===== src/rtl/mem_bus_arbiter.sv =====
// Two-port arbiter (CPU, DMA) in front of a single-ported memory with a one-cycle registered read.
// Grant is combinational in the request cycle. Read data returns one cycle later. A requester that loses must hold its request.
module mem_bus_arbiter #(
    parameter int CPU_RUN_MAX = 8,
    parameter int LOCK_MAX    = 32
) (
    input  logic        clk,
    input  logic        rst,
    input  logic        cpu_req,
    input  logic        cpu_we,
    input  logic [20:0] cpu_addr,
    input  logic [7:0]  cpu_wdata,
    output logic        cpu_gnt,
    output logic        cpu_rvalid,
    output logic [7:0]  cpu_rdata,
    input  logic        dma_req,
    input  logic        dma_we,
    input  logic [20:0] dma_addr,
    input  logic [7:0]  dma_wdata,
    input  logic        dma_lock,
    output logic        dma_gnt,
    output logic        dma_rvalid,
    output logic [7:0]  dma_rdata,
    output logic [20:0] mem_addr,
    output logic [7:0]  mem_dIn,
    output logic        mem_re,
    output logic        mem_we,
    input  logic [7:0]  mem_dOut
);
    localparam int RW = $clog2(CPU_RUN_MAX + 1);
    localparam int LW = $clog2(LOCK_MAX + 1);

    typedef enum logic [1:0] {IDLE, CPU_OWN, DMA_OWN, DMA_LOCKED} state_t;
    typedef enum logic [1:0] {RD_NONE, RD_CPU, RD_DMA} owner_t;

    state_t        state;
    owner_t        rd_owner;
    logic [RW-1:0] run_cnt;
    logic [LW-1:0] lock_cnt;
    logic          gnt_c, gnt_d, sel_we;

    // Priority: lock (until it expires with CPU waiting), anti-starvation for DMA, then CPU.
    always_comb begin
        gnt_c = 1'b0;
        gnt_d = 1'b0;
        if (state == DMA_LOCKED && dma_req && dma_lock) begin
            if (lock_cnt == LW'(LOCK_MAX) && cpu_req)
                gnt_c = 1'b1;
            else
                gnt_d = 1'b1;
        end else if (run_cnt == RW'(CPU_RUN_MAX) && dma_req) begin
            gnt_d = 1'b1;
        end else if (cpu_req) begin
            gnt_c = 1'b1;
        end else if (dma_req) begin
            gnt_d = 1'b1;
        end
    end

    assign cpu_gnt  = gnt_c;
    assign dma_gnt  = gnt_d;
    assign sel_we   = gnt_c ? cpu_we : (gnt_d ? dma_we : 1'b0);
    assign mem_re   = (gnt_c | gnt_d) & ~sel_we;
    assign mem_we   = (gnt_c | gnt_d) & sel_we;
    assign mem_addr = gnt_c ? cpu_addr  : (gnt_d ? dma_addr  : '0);
    assign mem_dIn  = gnt_c ? cpu_wdata : (gnt_d ? dma_wdata : '0);

    // Read return is steered by the registered owner, so reset kills it immediately.
    assign cpu_rvalid = (rd_owner == RD_CPU);
    assign dma_rvalid = (rd_owner == RD_DMA);
    assign cpu_rdata  = cpu_rvalid ? mem_dOut : '0;
    assign dma_rdata  = dma_rvalid ? mem_dOut : '0;

    always_ff @(posedge clk or posedge rst) begin
        if (rst) begin
            state    <= IDLE;
            run_cnt  <= '0;
            lock_cnt <= '0;
            rd_owner <= RD_NONE;
        end else begin
            if (gnt_c)
                state <= CPU_OWN;
            else if (gnt_d)
                state <= dma_lock ? DMA_LOCKED : DMA_OWN;
            else
                state <= IDLE;

            if (!dma_req || gnt_d)
                run_cnt <= '0;
            else if (gnt_c && run_cnt != RW'(CPU_RUN_MAX))
                run_cnt <= run_cnt + RW'(1);

            // Entering the lock does not count; only grants already inside it with CPU waiting.
            if (!(gnt_d && dma_lock))
                lock_cnt <= '0;
            else if (state == DMA_LOCKED && cpu_req && lock_cnt != LW'(LOCK_MAX))
                lock_cnt <= lock_cnt + LW'(1);

            if (gnt_c && !cpu_we)
                rd_owner <= RD_CPU;
            else if (gnt_d && !dma_we)
                rd_owner <= RD_DMA;
            else
                rd_owner <= RD_NONE;
        end
    end
endmodule


===== config.mk =====
export PLATFORM = sky130hd
export DESIGN_NAME = mem_bus_arbiter
export DESIGN_NICKNAME = d
export VERILOG_FILES = /design/src/rtl/mem_bus_arbiter.sv
export SDC_FILE = /design/constraint.sdc
export NUM_CORES = 1
export LEC_CHECK = 0
export BUFFER_PORTS_ARGS = -buffer_cell sky130_fd_sc_hd__clkbuf_2
export CAP_MARGIN = 30
export CORE_UTILIZATION = 32
export DETAILED_ROUTE_END_ITERATION = 10
export GPL_TIMING_DRIVEN = 1
export PLACE_DENSITY = 0.77
export SLEW_MARGIN = 20
export SYNTH_ARGS = -nofsm -noshare
export SYNTH_HDL_FRONTEND = slang
export SYNTH_SLANG_ARGS = --single-unit

===== constraint.sdc =====
create_clock -name clk -period 1.71 [get_ports clk]
set_clock_uncertainty 0.15 [all_clocks]
set_input_delay 0 -clock clk [delete_from_list [all_inputs] [get_ports clk]]
set_output_delay 0 -clock clk [all_outputs]
set_load 0.005 [all_outputs]

# [Yosys cells after proc, flatten, opt, wreduce, memory -nomap -nowiden]
# Cells that the tools add are included.
[totals] reg_bits=14 out_inout_bits=51
[op_classes] n_addsub=2 n_eq_ne=8 mux=26 n_bitwise=4 n_reduce_logical=15
[ops] cell="21-bit two-way mux" count=2
[ops] cell="8-bit two-way mux" count=4
[ops] cell="1-bit two-way mux" count=12
[ops] cell="6-bit two-way mux" count=2
[ops] cell="1-bit logical AND" count=10
[ops] cell="2-bit two-way mux" count=4
[ops] cell="4-bit two-way mux" count=2
[ops] cell="6-bit by 1-bit adder with 6-bit output, second input constant" count=1
[ops] cell="6-bit == test, second input constant" count=1
[ops] cell="6-bit inequality test, second input constant" count=1
[ops] cell="4-bit by 1-bit adder with 4-bit output, second input constant" count=1
[ops] cell="2-bit == test, second input constant" count=2
[ops] cell="4-bit == test, second input constant" count=1
[ops] cell="4-bit inequality test, second input constant" count=1
[ops] cell="1-bit logical NOT" count=3
[ops] cell="1-bit bitwise AND" count=2
[ops] cell="2-bit by 1-bit == test with 1-bit output, second input constant" count=1
[ops] cell="2-bit by 1-bit inequality test with 1-bit output, second input constant" count=1
[ops] cell="2-bit nonzero test" count=1
[ops] cell="1-bit logical OR" count=1
[ops] cell="1-bit NOT" count=1
[ops] cell="1-bit bitwise OR" count=1

# [Logic depth before layout (Yosys ltp)]
[depth] depth_word=8 ltp_mapped=8

# [Worst setup path after synthesis]
# No wires, ideal clock.
[synth_timing] path_kind="register to register" startpoint="reg run_cnt[0]" endpoint="reg state[0]" setup_time_ns=0.118 arrival_ns=1.542 required_ns=1.442 setup_slack_ns=-0.100 path_stages_with_launch=9 path_buffers=2 period_less_slack_ns=1.810 path_cell_list="dfrtp_1 > inv_1 > ha_1 > and3b_1 > a31oi_2 > nand2_1 > buf_6 > buf_6 > a21o_1"
[synth_via] elab_chain_len=6 word_cells_on_any_way=8 cone_classes="eq/ne (1); mux (6); reduce/logical (1)"
[synth_rtl] element="from (decl)" line_no="38" text="logic [RW-1:0] run_cnt;"
[synth_rtl] element="from (signal assigned)" line_no="91" text="run_cnt <= run_cnt + RW'(1);"
[synth_rtl] element="4-bit == test" line_no="51" text="end else if (run_cnt == RW'(CPU_RUN_MAX) && dma_req) begin"
[synth_rtl] element="1-bit logical AND" line_no="51"
[synth_rtl] element="1-bit two-way mux" line_no="51"
[synth_rtl] element="1-bit two-way mux" line_no="46" text="if (state == DMA_LOCKED && dma_req && dma_lock) begin"
[synth_rtl] element="named net dma_gnt" line_no="21" text="output logic dma_gnt,"
[synth_rtl] element="2-bit two-way mux" line_no="83" text="else if (gnt_d)"
[synth_rtl] element="2-bit two-way mux" line_no="81" text="if (gnt_c)"
[synth_rtl] element="to (signal assigned)" line_no="84" text="state <= dma_lock ? DMA_LOCKED : DMA_OWN;"
[synth_rtl] element="to (decl)" line_no="36" text="state_t state;"
# The timed path passes the listed nets, and every way through them passes these cells.
# A chain may end at the register's enable or synchronous reset.

# [Worst setup path after layout]
[layout_timing] startpoint="reg lock_cnt[1]" endpoint="out mem_addr[14]"
[layout_via] elab_chain_len=6 word_cells_on_any_way=8 cone_classes="eq/ne (1); mux (6); reduce/logical (1)"
[layout_rtl] element="from (decl)" line_no="39" text="logic [LW-1:0] lock_cnt;"
[layout_rtl] element="from (signal assigned)" line_no="97" text="lock_cnt <= lock_cnt + LW'(1);"
[layout_rtl] element="6-bit == test *" line_no="47" text="if (lock_cnt == LW'(LOCK_MAX) && cpu_req)"
[layout_rtl] element="1-bit logical AND *" line_no="47"
[layout_rtl] element="1-bit two-way mux" line_no="47"
[layout_rtl] element="1-bit two-way mux" line_no="46"
[layout_rtl] element="21-bit two-way mux" line_no="65" text="assign mem_addr = gnt_c ? cpu_addr : (gnt_d ? dma_addr : '0);"
[layout_rtl] element="21-bit two-way mux *" line_no="65"
[layout_rtl] element="to (decl)" line_no="24" text="output logic [20:0] mem_addr,"
# Mark *: on every way between the ends. The rest lies on a longest branch, timed or not.

==> impl_metrics.json <==
{
  "cp_slowest_cell": "dfrtp_1",
  "ff2ff_path_depth": 8,
  "cts_root_buf": "clkbuf_8",
  "layout-drive-gt1-share": 0.608,
  "htreeDepth": 1,
  "cp_top_family": "buffers and inverters",
  "grt_pass1_vias": 1417,
  "clk_pin_slew_ns": 0.06,
  "cp.buffers_inverters": 4,
  "total_power_w": 0.00107,
  "cts_num_sinks": 14,
  "power_leakage_nw": 1.34,
  "hold_path.class": "input port to register",
  "rsz0062_at_grt": "true",
  "fin_area_um2": 2300,
  "tightest_slew_ns": 0.550,
  "grt.overflow.total": 0,
  "cts_tree": "yes",
  "nets": 364,
  "vias": 1638,
  "syn_avg_cell_area_um2": 9.03,
  "ios": 124,
  "cp.required_ns": 1.56,
  "power.density_nw_per_um2": 466,
  "dr.pass1.iters": 5,
  "core-area_um2": 3660,
  "cts_made_buffers": 3,
  "timing.final.crit_period_ns": 2.09,
  "final_core_util": 0.627,
  "endpoint_kind": "output pin",
  "clock_path_buffers": 2,
  "crit-reg2reg-launch": "lock_cnt[1]$_DFFE_PP0P_",
  "drt_first_iter_violations": 78,
  "area_growth_syn_to_layout_pct": 88.4,
  "path_cells": "inv_1, ha_2, and3b_2, a21o_1, buf_6, nand2_4, buf_8, a22o_1, clkbuf_2",
  "min_path_cells": 3,
  "routedWlPerCell_um": 13.3,
  "dieArea_um2": 4060,
  "yosys-top-cells-area": "dfrtp_1 (29%), a22o_1 (22%), and2_1 (8.7%), buf_6 (6.5%), ha_1 (4.1%)",
  "relSlewSlack": 0.633,
  "syn-instance-count": 135,
  "hold_end": "run_cnt[2]$_DFFE_PP0P_",
  "row_count": 22,
  "peakVddDrop_mv": 0.251,
  "synth_top_area_share": 0.287,
  "io_buffers": 123,
  "dp_hpwl_mm": 3.02,
  "antenna_found_initial": 0,
  "antenna_left": 0,
  "routed_wl_mm": 4.45,
  "setup_violations": 41,
  "violations": "setup timing",
  "final_cell_mix": "clkbuf_2 (121), a22o_1 (30), buf_4 (19)",
  "fin_ws_ns": -0.381,
  "start_util": 0.333,
  "clock_latency_ns": 0.24,
  "num_antenna_cells": 0,
  "synth_top_area_cell": "dfrtp_1",
  "crit_fanout": 16,
  "critical_path_class": "register to output pin",
  "yosys_warnings": 0,
  "final_max_slew_viol_count": 0,
  "track_usage": 0.195,
  "drc": 0,
  "status": "complete, but fails checks",
  "fill_cells": 320,
  "viasPerCell": 4.90,
  "fin_crit_sh": 1.22,
  "synth_nets": 212,
  "ys_async_sr_fraction": 1.00,
  "syn_area_um2": 1220,
  "yosysUniqueCellTypes": 27,
  "cp-start-kind": "register",
  "fmax_mhz": 478,
  "grt_max_degree": 18,
  "drv_cap": 0,
  "placed_area_um2": 1960,
  "grt_pass1_wl_mm": 6.21,
  "die_h_um": 63.7,
  "min_from": "cpu_req",
  "gp_congestion": 0.784,
  "yosysSeqAreaShare": 0.287,
  "fp.dieW_um": 63.7,
  "timing.setup.tns_ns": -11.79,
  "r2r_end": "lock_cnt[1]$_DFFE_PP0P_",
  "rrSetupSlack_ns": -0.22,
  "synth_edf_count": 0,
  "cp.arrival_ns": 1.94,
  "ys.flop_type": "dfrtp_1",
  "hold_viol_final": 0,
  "synth_seq_cells": 14,
  "slowest_delay_ns": 0.39,
  "final_common_cell": "clkbuf_2"
}
==> logic make-up (layout without fill, tap and decap cells) <==
family	count (synthesis)	in the layout	synth area share
mux	2	2	0.0185
simple gates	53	53	0.247
flops	14	14	0.287
fa+ha+maj	4	4	0.0411
compound gates	42	42	0.283
buf+inv	16	167	0.0934
xor+xnor	4	4	0.0288
==> final cells by class <==
| cell class | count | area, um^2 | area share |
|---|---|---|---|
| repair buffers | 157 | 986 | 0.429 |
| multi-input cells | 105 | 822 | 0.358 |
| flip-flops and latches | 14 | 350 | 0.153 |
| well taps | 48 | 60.1 | 0.0262 |
| clock buffers | 4 | 55.1 | 0.0240 |
| inverters | 6 | 22.5 | 0.00981 |
==> flip-flops by register name, indices dropped and copies added (netlist names) <==
signal and cells:
lock_cnt 6, rd_owner 2, run_cnt 4, state 2
==> how the worst max path moves through the flow <==
stage / start / to / slack, ns / depth (start not counted)
floorplan: run_cnt[0]$_DFFE_PP0P_ / state[0]$_DFF_PP0_ / -0.02 / 8
finish: lock_cnt[1]$_DFFE_PP0P_ / mem_addr[14] / -0.38 / 9
global route: lock_cnt[1]$_DFFE_PP0P_ / mem_addr[14] / -0.45 / 9
CTS: lock_cnt[0]$_DFFE_PP0P_ / mem_addr[18] / -0.30 / 9
detailed placement: lock_cnt[0]$_DFFE_PP0P_ / mem_addr[18] / -0.04 / 8
global placement: lock_cnt[1]$_DFFE_PP0P_ / lock_cnt[1]$_DFFE_PP0P_ / -0.01 / 6
==> worst reg2reg max path, stage by stage (launching register included) <==
cell and delay [ns]:
dfrtp_1 0.36, inv_1 0.06, ha_2 0.17, and3b_2 0.20, buf_4 0.13, buf_6 0.11, a21oi_4 0.15, mux2_4 0.32
and3_4 0.17
==> metal layers <==
layer | track usage | routed length (um)
met5 | 0 | 0
met4 | 0.0426 | 53
met3 | 0.0199 | 230
met2 | 0.400 | 2500
met1 | 0.206 | 1670
==> cells in the mapped netlist, drive strengths merged (2+ instances only) <==
cell type,count
a21o,3
a21oi,5
a22o,30
and2,17
and3,6
and3b,3
buf,8
clkbuf,2
dfrtp,14
ha,4
inv,6
mux2,2
nand2,5
nand3,5
nand4,2
nor2,10
nor2b,3
xor2,3
==> metrics by stage <==
stage / std cells / hold slack, ns / setup slack (ns)
after floorplan: 135 / -0.261 / -0.0236
after global placement: 313 / -0.0924 / -0.0134
after detailed placement: 313 / -0.0926 / -0.0402
after CTS: 327 / 0.000470 / -0.296
after global routing: 334 / 0.0280 / -0.454
final: 334 / 0.00969 / -0.381
==> report_power, final <==
group / internal, W / switching, W
clock network: 0.000204 / 0.000119
logic: 0.000237 / 0.000164
registers: 0.000340 / 0.00000553
==> what timing repair did <==
action                                  in CTS  in global routing
hold endpoints to repair                    19                  0
pin swaps                                    4                  4
endpoints found under the setup margin      36                 41
gates resized for setup                     10                 15
hold buffers                                 5                  0
setup buffers                                3                  6
cloned                                       2                  1
Note: power is estimated with default switching activity, not from simulation.
